**src/rtl/instr_loader.sv**
```systemverilog
// Boot-time instruction RAM loader: parses a little-endian 16-bit word count, then packs
// four stream bytes per 32-bit word and issues one single-cycle RAM write per word.
module instr_loader #(
    parameter int                    DATA_WIDTH = 32,
    parameter int                    ADDR_WIDTH = 10,
    parameter logic [ADDR_WIDTH-1:0] BASE_ADDR  = '0
) (
    input  logic                  CLK,
    input  logic                  RST,
    input  logic                  start,
    input  logic [7:0]            byte_in,
    input  logic                  byte_valid,
    output logic                  byte_ready,
    output logic [DATA_WIDTH-1:0] data,
    output logic [ADDR_WIDTH-1:0] writeAddr,
    output logic                  we,
    output logic                  busy,
    output logic                  done,
    output logic                  error
);

    typedef enum logic [2:0] {
        S_IDLE,
        S_HDR0,
        S_HDR1,
        S_LOAD,
        S_WRITE,
        S_DONE,
        S_ERROR
    } state_t;

    // Largest word count the RAM can hold; wide RAMs are limited only by the 16-bit header.
    localparam int unsigned          CAP_WORDS = (ADDR_WIDTH >= 16) ? 65536 : (1 << ADDR_WIDTH);
    localparam logic [16:0]          MAX_WORDS = 17'(CAP_WORDS);
    localparam logic [ADDR_WIDTH-1:0] ADDR_ONE = 1;

    state_t                  r_state;
    logic [7:0]              r_countLo;
    logic [15:0]             r_wordsLeft;
    logic [1:0]              r_byteCnt;
    logic [23:0]             r_shift;
    logic [DATA_WIDTH-1:0]   r_data;
    logic [ADDR_WIDTH-1:0]   r_addr;
    logic                    r_we;
    logic                    r_busy;
    logic                    r_done;
    logic                    r_error;

    logic                    w_xfer;
    logic [15:0]             w_count;

    assign byte_ready = (r_state == S_HDR0) || (r_state == S_HDR1) || (r_state == S_LOAD);
    assign w_xfer     = byte_valid && byte_ready;
    assign w_count    = {byte_in, r_countLo};

    assign data       = r_data;
    assign writeAddr  = r_addr;
    assign we         = r_we;
    assign busy       = r_busy;
    assign done       = r_done;
    assign error      = r_error;

    always_ff @(posedge CLK or negedge RST) begin
        if (!RST) begin
            r_state     <= S_IDLE;
            r_countLo   <= '0;
            r_wordsLeft <= '0;
            r_byteCnt   <= '0;
            r_shift     <= '0;
            r_data      <= '0;
            r_addr      <= BASE_ADDR;
            r_we        <= 1'b0;
            r_busy      <= 1'b0;
            r_done      <= 1'b0;
            r_error     <= 1'b0;
        end else begin
            case (r_state)
                S_IDLE, S_DONE, S_ERROR: begin
                    if (start) begin
                        r_state <= S_HDR0;
                        r_busy  <= 1'b1;
                        r_done  <= 1'b0;
                        r_error <= 1'b0;
                    end
                end
                S_HDR0: begin
                    if (w_xfer) begin
                        r_countLo <= byte_in;
                        r_state   <= S_HDR1;
                    end
                end
                S_HDR1: begin
                    if (w_xfer) begin
                        if (w_count == 16'd0) begin
                            r_state <= S_DONE;
                            r_busy  <= 1'b0;
                            r_done  <= 1'b1;
                        end else if ({1'b0, w_count} > MAX_WORDS) begin
                            r_state <= S_ERROR;
                            r_busy  <= 1'b0;
                            r_error <= 1'b1;
                        end else begin
                            r_wordsLeft <= w_count;
                            r_addr      <= BASE_ADDR;
                            r_byteCnt   <= 2'd0;
                            r_state     <= S_LOAD;
                        end
                    end
                end
                S_LOAD: begin
                    if (w_xfer) begin
                        // The fourth byte goes straight into the output word, so no shift slot is needed for it.
                        if (r_byteCnt == 2'd3) begin
                            r_data  <= {byte_in, r_shift};
                            r_we    <= 1'b1;
                            r_state <= S_WRITE;
                        end else begin
                            r_shift[{r_byteCnt, 3'b000} +: 8] <= byte_in;
                        end
                        r_byteCnt <= r_byteCnt + 2'd1;
                    end
                end
                S_WRITE: begin
                    r_we        <= 1'b0;
                    r_wordsLeft <= r_wordsLeft - 16'd1;
                    if (r_wordsLeft == 16'd1) begin
                        r_state <= S_DONE;
                        r_busy  <= 1'b0;
                        r_done  <= 1'b1;
                    end else begin
                        r_addr  <= r_addr + ADDR_ONE;
                        r_state <= S_LOAD;
                    end
                end
                default: begin
                    r_state <= S_IDLE;
                    r_busy  <= 1'b0;
                    r_we    <= 1'b0;
                end
            endcase
        end
    end

endmodule

```
**config.mk**
```make
export PLATFORM = sky130hd
export DESIGN_NAME = instr_loader
export DESIGN_NICKNAME = d
export VERILOG_FILES = /design/src/rtl/instr_loader.sv
export SDC_FILE = /design/constraint.sdc
export NUM_CORES = 1
export LEC_CHECK = 0
export ABC_AREA = 1
export CAP_MARGIN = 20
export CORE_UTILIZATION = 45
export CTS_BUF_LIST = sky130_fd_sc_hd__clkbuf_8
export DETAILED_ROUTE_END_ITERATION = 10
export DONT_BUFFER_PORTS = 1
export GPL_ROUTABILITY_DRIVEN = 0
export PLACE_DENSITY_LB_ADDON = 0.08
export SLEW_MARGIN = 20
export SYNTH_ARGS = -nofsm -noshare
export SYNTH_HDL_FRONTEND = slang
export SYNTH_SLANG_ARGS = --single-unit
```
**constraint.sdc**
```tcl
create_clock -name CLK -period 3.5 [get_ports CLK]
set_input_delay 0.525 -clock CLK [delete_from_list [all_inputs] [get_ports CLK]]
set_output_delay 0.525 -clock CLK [all_outputs]
set_load 0.01 [all_outputs]
```
# Word-level counts from Yosys, hierarchy flattened
# Cells that the tools add are included.
[classes]
mux = 42
order_cmp = 1
n_eq_ne = 20
n_shift = 2
n_reduce_logical = 23
bitwise_logic = 3
n_addsub = 4
[op_table]
columns = ["operator", "n"]
rows = [
  ["$mux 16", 3],
  ["$mux 10", 4],
  ["$pmux 16 s2", 1],
  ["$reduce_and 5->1", 6],
  ["$bwmux 24", 1],
  ["$mux 3", 8],
  ["$shift 8x7->24 const A", 1],
  ["$shiftx 8x7->24", 1],
  ["$pmux 10 s2", 1],
  ["$eq 16x1->1 const B", 1],
  ["$gt 16x11->1 const B", 1],
  ["$logic_not 16->1", 1],
  ["$ne 2x2->1 const B", 8],
  ["$sub 16x1->16 const B", 1],
  ["$pmux 3 s5", 1],
  ["$mux 1", 14],
  ["$add 10x1->10 const B", 1],
  ["$eq 3x3->1 const B", 3],
  ["$reduce_and 3->1", 3],
  ["$mux 2", 4],
  ["$neg 5->7", 1],
  ["$eq 3x2->1 const B", 2],
  ["$ne 2x1->1 const B", 3],
  ["$reduce_bool 2->1", 3],
  ["other kinds (18)", 22],
]
[word_totals]
elab_cells = 106
output_inout_bits = 47
in_bits = 12
register_bits = 99

# Depth between registers and ports, before layout
# Gate-level depths: netlist of the first run.
[depth]
word_depth = 6
ltp_mapped = 12
mapped_depth_nobuf = 12

# Worst setup path after synthesis of the first run
# No wires, ideal clock.
[synth_timing]
path_type = "input to register"
startpoint = "in byte_in[5]"
endpoint = "reg r_wordsLeft[10]"
path_stages = 9
arrival_ps = 1437
n_path_buf = 1
setup_slack_ps = 1946
setup_time_ps = 116
cell_sequence = "nor2_1 > nand2_1 > nor2_1 > nand3_1 > nand3_4 > inv_4 > buf_6 > nand2_1 > nand2_1"
[synth_via]
elab_chain_cells = 3
word_cells_on_any_way = 5
[synth_lines]
columns = ["element", "line_no", "rtl"]
rows = [
  ["from (decl)", "11", "input logic [7:0] byte_in,"],
  ["$gt 16x11->1 / $logic_not 16->1 (equally long branches)", "98, 94", ""],
  ["$ne 2x2->1 (no source line)", "--", ""],
  ["$reduce_and 4->1 (no source line) (*)", "--", ""],
  ["to (signal assigned)", "103", "r_wordsLeft <= w_count;"],
  ["to (signal assigned)", "125", "r_wordsLeft <= r_wordsLeft - 16'd1;"],
  ["to (decl)", "39", "logic [15:0] r_wordsLeft;"],
]
# Every way passes the cells marked *; elsewhere a longest branch is shown, timed or not.
# A chain may end at the register's enable or synchronous reset.

# Worst setup path in the final report of the first run
[layout_timing]
startpoint = "reg r_state[0]"
endpoint = "reg r_addr[7] (netlist: writeAddr[7])"
[layout_via]
elab_chain_cells = 6
word_cells_on_any_way = 14
[layout_lines]
columns = ["element", "line_no", "rtl"]
rows = [
  ["from (decl)", "37", "state_t r_state;"],
  ["from (signal assigned)", "65", "r_state <= S_IDLE;"],
  ["from (signal assigned)", "80", "r_state <= S_HDR0;"],
  ["from (signal assigned)", "89", "r_state <= S_HDR1;"],
  ["$eq 3x1->1 / $eq 3x2->1 (equally long branches)", "52, 77", ""],
  ["$logic_or 1x1->1 (2 in a row)", "52", "assign byte_ready = (r_state == S_HDR0) || (r_state == S_HDR1) || (r_state == S_LOAD);"],
  ["$logic_and 1x1->1", "53", "assign w_xfer = byte_valid && byte_ready;"],
  ["$ne 2x2->1 (no source line)", "--", ""],
  ["$reduce_and 5->1 (no source line)", "--", ""],
  ["to (signal assigned)", "131", "r_addr <= r_addr + ADDR_ONE;"],
  ["to (decl)", "43", "logic [ADDR_WIDTH-1:0] r_addr;"],
]
# Several ways; a longest one is shown, not always the timed one.

==> results.yml, run 1 <==
outcome:
  outcome: "completed"
power_and_ir_drop:
  comb_power_share_pct: 37.3
  power_frac_seq_pct: 46.2
  leakage_nw: 2.62
  peakVddDrop_mv: 0.528
  sw_frac_of_total_pct: 44.2
  pwr-share-clk_pct: 16.5
  power.density_nw_per_um2: 814
  p_sw_w: 0.00188
  p_int_w: 0.00237
logic_synthesis:
  netlist_instances: 624
  ys_types: 32
  synthFlopType: "dfrtp_1"
  synth_area_um2: 4910
  synthTopCellsByArea: "dfrtp_1 (50%), nand2_1 (13%), o21ai_0 (9.4%)"
  synth_fp_nets: 644
  async_flop_share_pct: 100
  yosys_warnings: 0
  synth-seq-cells: 99
  yosysTopAreaCellShare_pct: 50.5
  avgSynthCellArea_um2: 7.87
  synth_edf_count: 0
  yosysSeqAreaShare_pct: 50.5
  synth_area_leader_cell: "dfrtp_1"
cts:
  cts_made_buffers: 9
  clk_pin_slew_ns: 0.11
  clock-root-buffer: "clkbuf_8"
  clock_sinks: 99
  cts_resized: 0
  clockBufferDepth: 2
  clock_latency_ns: 0.39
  cts_max_level: 3
  tritoncts: "done"
setup_path:
  startpoint: "r_state[0]"
  crit_type: "flip-flop to flip-flop"
  required_ns: 3.78
  cp-end-kind: "flip-flop"
  start_kind: "flip-flop"
  r2r_start: "r_state[0]"
  cp_max_fo: 22
  worstPathArrival_ns: 2.44
sta:
  slew_viol_final: 0
  setup_tns_ns: 0
  final.min_clock_period_ns: 2.16
  maxSlewHeadroom_pct: 59.0
  finalHoldViolCount: 0
  worst-slew-pin-transition_ns: 0.612
  skew_ns: 0.0161
  setup_violations: 0
  fin_crit_sh_pct: 61.8
  grt_setup_unrepaired: "false"
  max_clock_freq_mhz: 462
final_layout:
  area_delta_synth_final_pct: 6.58
  multi_input_area_um2: 2020
  diodes: 0
  fin_cells: 762
  drive_above_1_share_pct: 6.23
  register_area_um2: 2480
  finalNetCount: 641
  nFillCells: 1033
floorplanning:
  die-height_um: 106
  rows: 37
  die_area_um2: 11300
  fp.coreArea_um2: 10500
  ios: 59
  initial_utilization_pct: 46.9
  die_w_um: 106
global_routing:
  gr-usage-met3_pct: 6.19
  overflow: 0
  grt_max_degree: 100
  grt_use_met1_pct: 27.6
  grt_pass1_wl_mm: 19.0
  grt_usage_pct: 21.7
  antenna_found_initial: 0
  use_met2_pct: 36.4
  first_global_vias: 3846
  busiest_layer: "met2"
routing:
  drt-total-wl_mm: 11.1
  vias: 3865
  drc: 0
  firstDrtPassIters: 4
  ant_nets: 0
  detail_route.wl_per_cell_um: 14.5
  drt-initial-drc-count: 251
  vias_per_cell: 5.07
hold_path:
  hold_class: "primary input to asynchronous set/reset pin"
placement:
  dp_cells: 744
  portBuffers: 0
  place_hpwl_mm: 7.68
flow_run:
  cap_violations: 0
-- timing repair --
item                                    in CTS  in global routing
endpoints found under the hold margin       99                  0
endpoints found under the setup margin       0                  0
hold buffers                                 1                  0
setup buffers                                0                  0
-- cell families (layout without fill, tap and decap cells) --
| family | after synthesis | in the layout | synth area share, % |
|---|---|---|---|
| AND/OR/NAND/NOR | 306 | 306 | 27.0 |
| AO/OA/AOI/OAI | 107 | 107 | 11.1 |
| flip-flops | 99 | 99 | 50.5 |
| buffers and inverters | 98 | 100 | 8.36 |
| adder cells (fa/ha/maj) | 8 | 8 | 2.04 |
| XOR/XNOR | 6 | 6 | 1.07 |
-- placed cells by master (no fill, tap or decap) --
master and count:
ha_1 8, clkinv_4 3, clkinv_8 1, xor2_1 3, inv_4 1, nand3_1 44, nand4_1 7, nand3_2 1
nand2_4 2, nor2_4 4, o21ai_2 1, a31oi_1 3, o21ai_1 7, buf_4 1, clkbuf_8 10, dfrtp_1 99
o21ai_0 92, nand2_1 174, clkinv_1 1, nor2_1 61, xnor2_1 3, nand3_4 1, a21oi_1 4, nor3_4 1
clkinvlp_4 1, nor2_2 1, inv_1 75, inv_2 5, nor3_1 4, buf_16 2, nand2_2 1, nor3b_1 2
nor3_2 1, or2_2 2
-- critical path, cell delays in order (launching register included) --
cell,delay (ns)
dfrtp_1,0.45
inv_2,0.10
nand3_2,0.37
nand2_1,0.23
nand2_1,0.08
inv_2,0.08
nand2_1,0.06
nor2_2,0.37
inv_1,0.18
nand2_1,0.09
nand2_1,0.05
-- sequential cells by signal, summed over array words and instances, names as in the netlist --
signal and cells:
r_wordsLeft 16, data 32, we 1, r_countLo 8, busy 1, error 1
r_shift 24, done 1, r_state 3, r_byteCnt 2, writeAddr 10
-- routing by layer --
metal,vias up,wire length (um),share of wire (%)
met3,13,423,3.8
met5,-,0,0
met1,1817,5130,46
li1,1980,-,-
met2,55,5350,48
met4,0,150,1.4
-- per-stage QoR --
step | setup slack (ns) | util, % | power (W) | cell area (um2) | hold WS, ns
after global placement | 1.38 | 47.6 | 0.00352 | 4980 | 0.234
after floorplan | 1.95 | - | 0.00318 | 4910 | 0.229
after detailed placement | 1.34 | 47.6 | 0.00356 | 4980 | 0.235
final | 1.34 | 50.0 | 0.00426 | 5230 | 0.0411
after global routing | 1.05 | 50.0 | 0.00466 | 5230 | 0.0881
after CTS | 1.31 | 49.7 | 0.00430 | 5200 | 0.0750
-- synth_stat cells, types with 4 or more instances --
master and n:
o21ai_0 92, dfrtp_1 99, nand4_1 7, inv_2 5, nand3_1 44, ha_1 8, nor2_1 61, clkbuf_1 6
o21ai_1 7, inv_1 74, nand2_1 175, nor2_4 4, nor3_1 4, buf_2 5, buf_6 4, a21oi_1 4
-- cell type report --
| type | count | area share, % |
|---|---|---|
| clock buffer | 10 | 2.63 |
| clock inverter | 6 | 1.03 |
| inverter | 81 | 5.86 |
| multi-input combinational | 427 | 38.7 |
| sequential | 99 | 47.4 |
| tap | 136 | 3.25 |
| timing repair buffer | 3 | 1.20 |
-- power groups by stage --
stage	clock [W]	combinational (W)	sequential, W
finish	0.000701	0.00159	0.00197
global route	0.000767	0.00187	0.00202
CTS	0.000728	0.00160	0.00197
detailed placement	0	0.00157	0.00199
global placement	0	0.00153	0.00199
floorplan	0	0.00128	0.00190
-- final timing paths --
kind / cells after the start / slack [ns] / endpoint
min: 1 / 0.04 / data[25]
max: 10 / 1.34 / writeAddr[7]
min reg2reg: 2 / 0.53 / r_countLo[4]
max in group asynchronous: 1 / 3.04 / data[22]
min in group CLK: 2 / 0.29 / r_shift[1]
max reg2reg: 10 / 1.34 / writeAddr[7]
Power figures use the tool's default switching activity.
==> inputs of run 2 (changes only) <==
clock period = 2.25 ns   (was 3.5 ns; I/O delays follow)
==> run 2 against run 1 <==
Net effect:
- the run now ends with hold timing left
- global-route usage is 0.51 points lower
- first-iteration DRC count is 5.6% lower
- cell count is 0.26% higher
- clock skew is 0.0015 ns lower
- sequential power is 55% higher
- power is 59% higher
- largest power group unchanged
- highest routed layer unchanged
==> results.yml, run 2 (synthesized netlist as in run 1, its figures left out) <==
sta:
  max_clock_freq_mhz: 556
  slew_viol_final: 0
  final.min_clock_period_ns: 1.80
  finalHoldViolCount: 99
  fin_crit_sh_pct: 80.0
  fin_ws_ns: 0.450
  setup_tns_ns: 0
  setup_violations: 0
  holdWs_ns: -0.353
  grt_setup_unrepaired: "false"
  worst-slew-pin-transition_ns: 0.513
  maxSlewHeadroom_pct: 65.7
  skew_ns: 0.0146
outcome:
  outcome: "finished, violations left"
  violations: "hold timing"
routing:
  drt-initial-drc-count: 237
  drt-total-wl_mm: 11.1
  drc: 0
  vias: 3878
  ant_nets: 0
  vias_per_cell: 5.08
  detail_route.wl_per_cell_um: 14.5
  firstDrtPassIters: 4
final_layout:
  final_common_cell: "nand2_1"
  nFillCells: 1040
  diodes: 0
  finalNetCount: 643
  drive_above_1_share_pct: 6.69
  fin_cells: 764
  largest_register_ffs: 32
  final_cell_mix: "nand2_1 (174), dfrtp_1 (99), o21ai_0 (92), inv_1 (74), nor2_1 (61)"
  area_delta_synth_final_pct: 6.58
setup_path:
  worstPathArrival_ns: 2.06
  cp_max_fo: 12
  start_kind: "flip-flop"
  cp-end-kind: "flip-flop"
  crit_type: "flip-flop to flip-flop"
  required_ns: 2.51
cts:
  clock_latency_ns: 0.37
  cts_resized: 0
  clk_pin_slew_ns: 0.11
  clock-root-buffer: "clkbuf_8"
  post_cts_buffers: 0
  clock_sinks: 99
  cts_max_level: 3
  clockBufferDepth: 2
  tritoncts: "done"
  cts_made_buffers: 9
hold_path:
  hold_class: "primary input to asynchronous set/reset pin"
power_and_ir_drop:
  p_sw_w: 0.00294
  p_int_w: 0.00381
  power_frac_seq_pct: 45.3
  pwr-share-clk_pct: 17.9
  peakVddDrop_mv: 0.501
  leakage_nw: 2.63
  sw_frac_of_total_pct: 43.5
  comb_power_share_pct: 36.9
  power.density_nw_per_um2: 1290
global_routing:
  grt_max_degree: 100
  first_global_vias: 3942
  grt_pass1_wl_mm: 18.7
  antenna_found_initial: 0
  grt_usage_pct: 21.2
  overflow: 0
floorplanning:
  die_area_um2: 11300
  fp.coreArea_um2: 10500
  rows: 37
  die_w_um: 106
  die-height_um: 106
  ios: 59
  initial_utilization_pct: 46.9
placement:
  dp_slack_ns: 0.453
  dp_cells: 748
  portBuffers: 0
  place_hpwl_mm: 7.84
flow_run:
  cap_violations: 0
-- run 2: cell types whose count changed in the layout (fill, tap and decap cells not counted), sizes merged --
cell	delta
buf	+2
clkinv	-3
inv	+3
clkbuf	-1
bufinv	+1
-- run 2: area by class of cell --
class / instances / area [um2] / share of cell area, %
clock buffers: 9 / 124 / 2.37
clock inverters: 7 / 80.1 / 1.53
inverters: 81 / 307 / 5.86
multi-input cells: 427 / 2020 / 38.7
flip-flops and latches: 99 / 2480 / 47.4
well taps: 136 / 170 / 3.25
repair buffers: 5 / 50.0 / 0.957
-- run 2: metrics by stage --
step                      total power, W  area [um2]  util [%]
after detailed placement         0.00559        5030      48.1
after global routing             0.00737        5230      50.0
after CTS                        0.00681        5230      50.0
after floorplan                  0.00495        4910         -
after global placement           0.00553        5030      48.1
final                            0.00675        5230      50.0
-- run 2: final timing paths --
| path | slack (ns) | to | cells after the start | start |
|---|---|---|---|---|
| max | 0.45 | writeAddr[7] | 11 | r_state[0] |
| min | -0.35 | r_wordsLeft[15] | 0 | RST |
| max reg2reg | 0.45 | writeAddr[7] | 11 | r_state[0] |
| min reg2reg | 0.54 | r_countLo[5] | 2 | r_countLo[5] |
| max in group asynchronous | 2.45 | r_shift[15] | 0 | RST |
| min in group CLK | 0.11 | r_shift[3] | 2 | byte_in[3] |
-- run 2: power groups by stage --
stage	Sequential, W	Combinational, W	Clock (W)
after floorplan	0.00296	0.00198	0
after global placement	0.00308	0.00245	0
after detailed placement	0.00310	0.00249	0
after CTS	0.00307	0.00250	0.00124
after global routing	0.00315	0.00293	0.00129
final	0.00306	0.00249	0.00121
-- run 2: worst max-delay path, cell delays in order, from the launching register on --
cell	delay (ns)
dfrtp_1	0.46
nor3_4	0.35
inv_2	0.08
nand2_1	0.08
nand2_1	0.07
inv_2	0.08
nand2_1	0.06
nor2_2	0.09
buf_4	0.18
inv_1	0.11
nand2_1	0.07
nand2_1	0.05
-- run 2: routing by layer --
| metal | vias up | routed length (um) | GRT usage (%) |
|---|---|---|---|
| li1 | 1969 | - | - |
| met1 | 1815 | 5130 | 26.7 |
| met2 | 73 | 5250 | 35.6 |
| met3 | 21 | 385 | 3.62 |
| met4 | 0 | 300 | 9.69 |
| met5 | - | 0 | 0 |
==> inputs of run 3 (changes only) <==
clock period = 1.5 ns   (was 2.25 ns; I/O delays follow)
==> run 3 against run 2 <==
Net effect:
- the flow finishes with violations (hold timing, setup timing)
- via count is 12% higher
- utilization is 14 points higher
- final area is 28% higher
- clock skew is 0.0018 ns lower
- critical path type unchanged
- largest cell class unchanged
==> results.yml, run 3 (synthesized netlist as in run 1, its figures left out) <==
placement:
  place_hpwl_mm: 8.17
  dp_slack_ns: -0.0970
  dp_cells: 811
  portBuffers: 0
final_layout:
  drive_above_1_share_pct: 31.7
  finalNetCount: 740
  fin_cells: 861
  fin_util_pct: 64.1
  final_cell_mix: "nand2_1 (138), dfrtp_1 (97), inv_1 (66), buf_4 (62), nor2_1 (50)"
  final_common_cell: "nand2_1"
  area_delta_synth_final_pct: 36.6
  nFillCells: 899
  largest_register_ffs: 32
  diodes: 0
cts:
  clock_latency_ns: 0.37
  clockBufferDepth: 2
  clock-root-buffer: "clkbuf_8"
  cts_hold_buf: 7
  clock_sinks: 99
  cts_made_buffers: 9
  clk_pin_slew_ns: 0.10
  tritoncts: "done"
  cts_max_level: 3
sta:
  final.min_clock_period_ns: 1.65
  holdWs_ns: -0.464
  worst-slew-pin-transition_ns: 0.370
  skew_ns: 0.0128
  maxSlewHeadroom_pct: 75.3
  fin_crit_sh_pct: 110
  fin_ws_ns: -0.151
  grt_setup_unrepaired: "true"
  finalHoldViolCount: 99
  max_clock_freq_mhz: 606
  slew_viol_final: 0
  setup_violations: 43
power_and_ir_drop:
  power.density_nw_per_um2: 1950
  peakVddDrop_mv: 0.901
  leakage_nw: 3.34
routing:
  detail_route.wl_per_cell_um: 14.9
  vias_per_cell: 5.02
  firstDrtPassIters: 5
  drc: 0
  vias: 4324
  drt-total-wl_mm: 12.8
  ant_nets: 0
  drt-initial-drc-count: 223
global_routing:
  use_met2_pct: 39.1
  grt_use_met1_pct: 29.7
  grt_max_degree: 100
  overflow: 0
  antenna_found_initial: 0
  first_global_vias: 4311
  gr-usage-met3_pct: 3.99
  grt_usage_pct: 22.9
  grt_pass1_wl_mm: 20.4
  busiest_layer: "met2"
floorplanning:
  die_area_um2: 11300
  ios: 59
  fp.coreArea_um2: 10500
  rows: 37
  initial_utilization_pct: 46.9
  die_w_um: 106
  die-height_um: 106
setup_path:
  r2r_start: "r_state[2]"
  worstPathArrival_ns: 1.97
  cp-end-kind: "flip-flop"
  startpoint: "r_state[2]"
  required_ns: 1.82
  crit_type: "flip-flop to flip-flop"
  start_kind: "flip-flop"
  slowest_stage: "dfrtp_2"
  crit_chain: "inv_2 > o21ai_4 > buf_6 > nor3_1 > nor3_2 > buf_4 > or2_2 > nand2_1"
  cpPeakStageDelay_ns: 0.49
  cp_num_buf_inv: 3
  crit_family: "simple AND/OR/NAND/NOR gates"
  cp_max_fo: 6
outcome:
  outcome: "finished, violations left"
  violations: "hold timing, setup timing"
flow_run:
  cap_violations: 0
hold_path:
  hold_class: "primary input to asynchronous set/reset pin"
run 3: cell count changes in the layout (fill, tap and decap cells not counted), moves of 8 or more:
cell,change
inv_1,-8
nand2_4,+8
buf_6,+15
o21ai_1,+32
o21ai_2,+17
nand3_1,-19
nand2_1,-36
nor2_1,-11
nand2_2,+27
nand3_2,+13
buf_12,+8
o21ai_0,-50
buf_4,+58
run 3: final cells by class:
cell class                 count  area [um2]  share of cell area, %
clock inverter                 7         105                   1.57
tap                          136         170                   2.54
inverter                      81         323                   4.82
sequential                    99        2480                   37.0
timing repair buffer          99        1030                   15.4
timing repair inverter         3        26.3                  0.392
multi-input combinational    427        2440                   36.4
clock buffer                   9         124                   1.85
run 3: where the power goes:
group	switching, W	internal, W
logic	0.00366	0.00295
registers	0.000819	0.00368
clock network	0.00102	0.000973
total	0.00550	0.00760
run 3: worst paths after layout:
path | cells past startpoint | endpoint | slack, ns
worst max-delay path | 8 | r_state[2] | -0.15
worst min-delay path | 0 | r_wordsLeft[15] | -0.46
worst max register to register | 8 | r_state[2] | -0.15
worst min register to register | 2 | data[22] | 0.52
max in group asynchronous | 0 | r_state[0] | 1.80
min in group CLK | 2 | r_shift[6] | 0.01
run 3: per-layer routing:
metal / routed length [um] / up-vias
met5: 0 / -
li1: - / 2180
met1: 5720 / 2074
met3: 364 / 20
met2: 6480 / 50
met4: 244 / 0
run 3: what timing repair did:
item,in CTS,in global routing
resized for setup,71,122
endpoints found under the hold margin,106,99
setup endpoints to repair,52,75
setup buffers,9,8
gates cloned,3,7
pin swaps,12,18
run 3: per-stage QoR:
stage	setup TNS, ns	hold WS [ns]	instance area [um2]	power, W
after global routing	-7.99	-0.486	6700	0.0141
after floorplan	0	-0.0706	4910	0.00744
after global placement	-0.851	-0.0673	5540	0.00925
after detailed placement	-1.72	-0.0665	5540	0.00939
final	-2.88	-0.464	6700	0.0131
after CTS	-1.37	-0.485	6170	0.0121
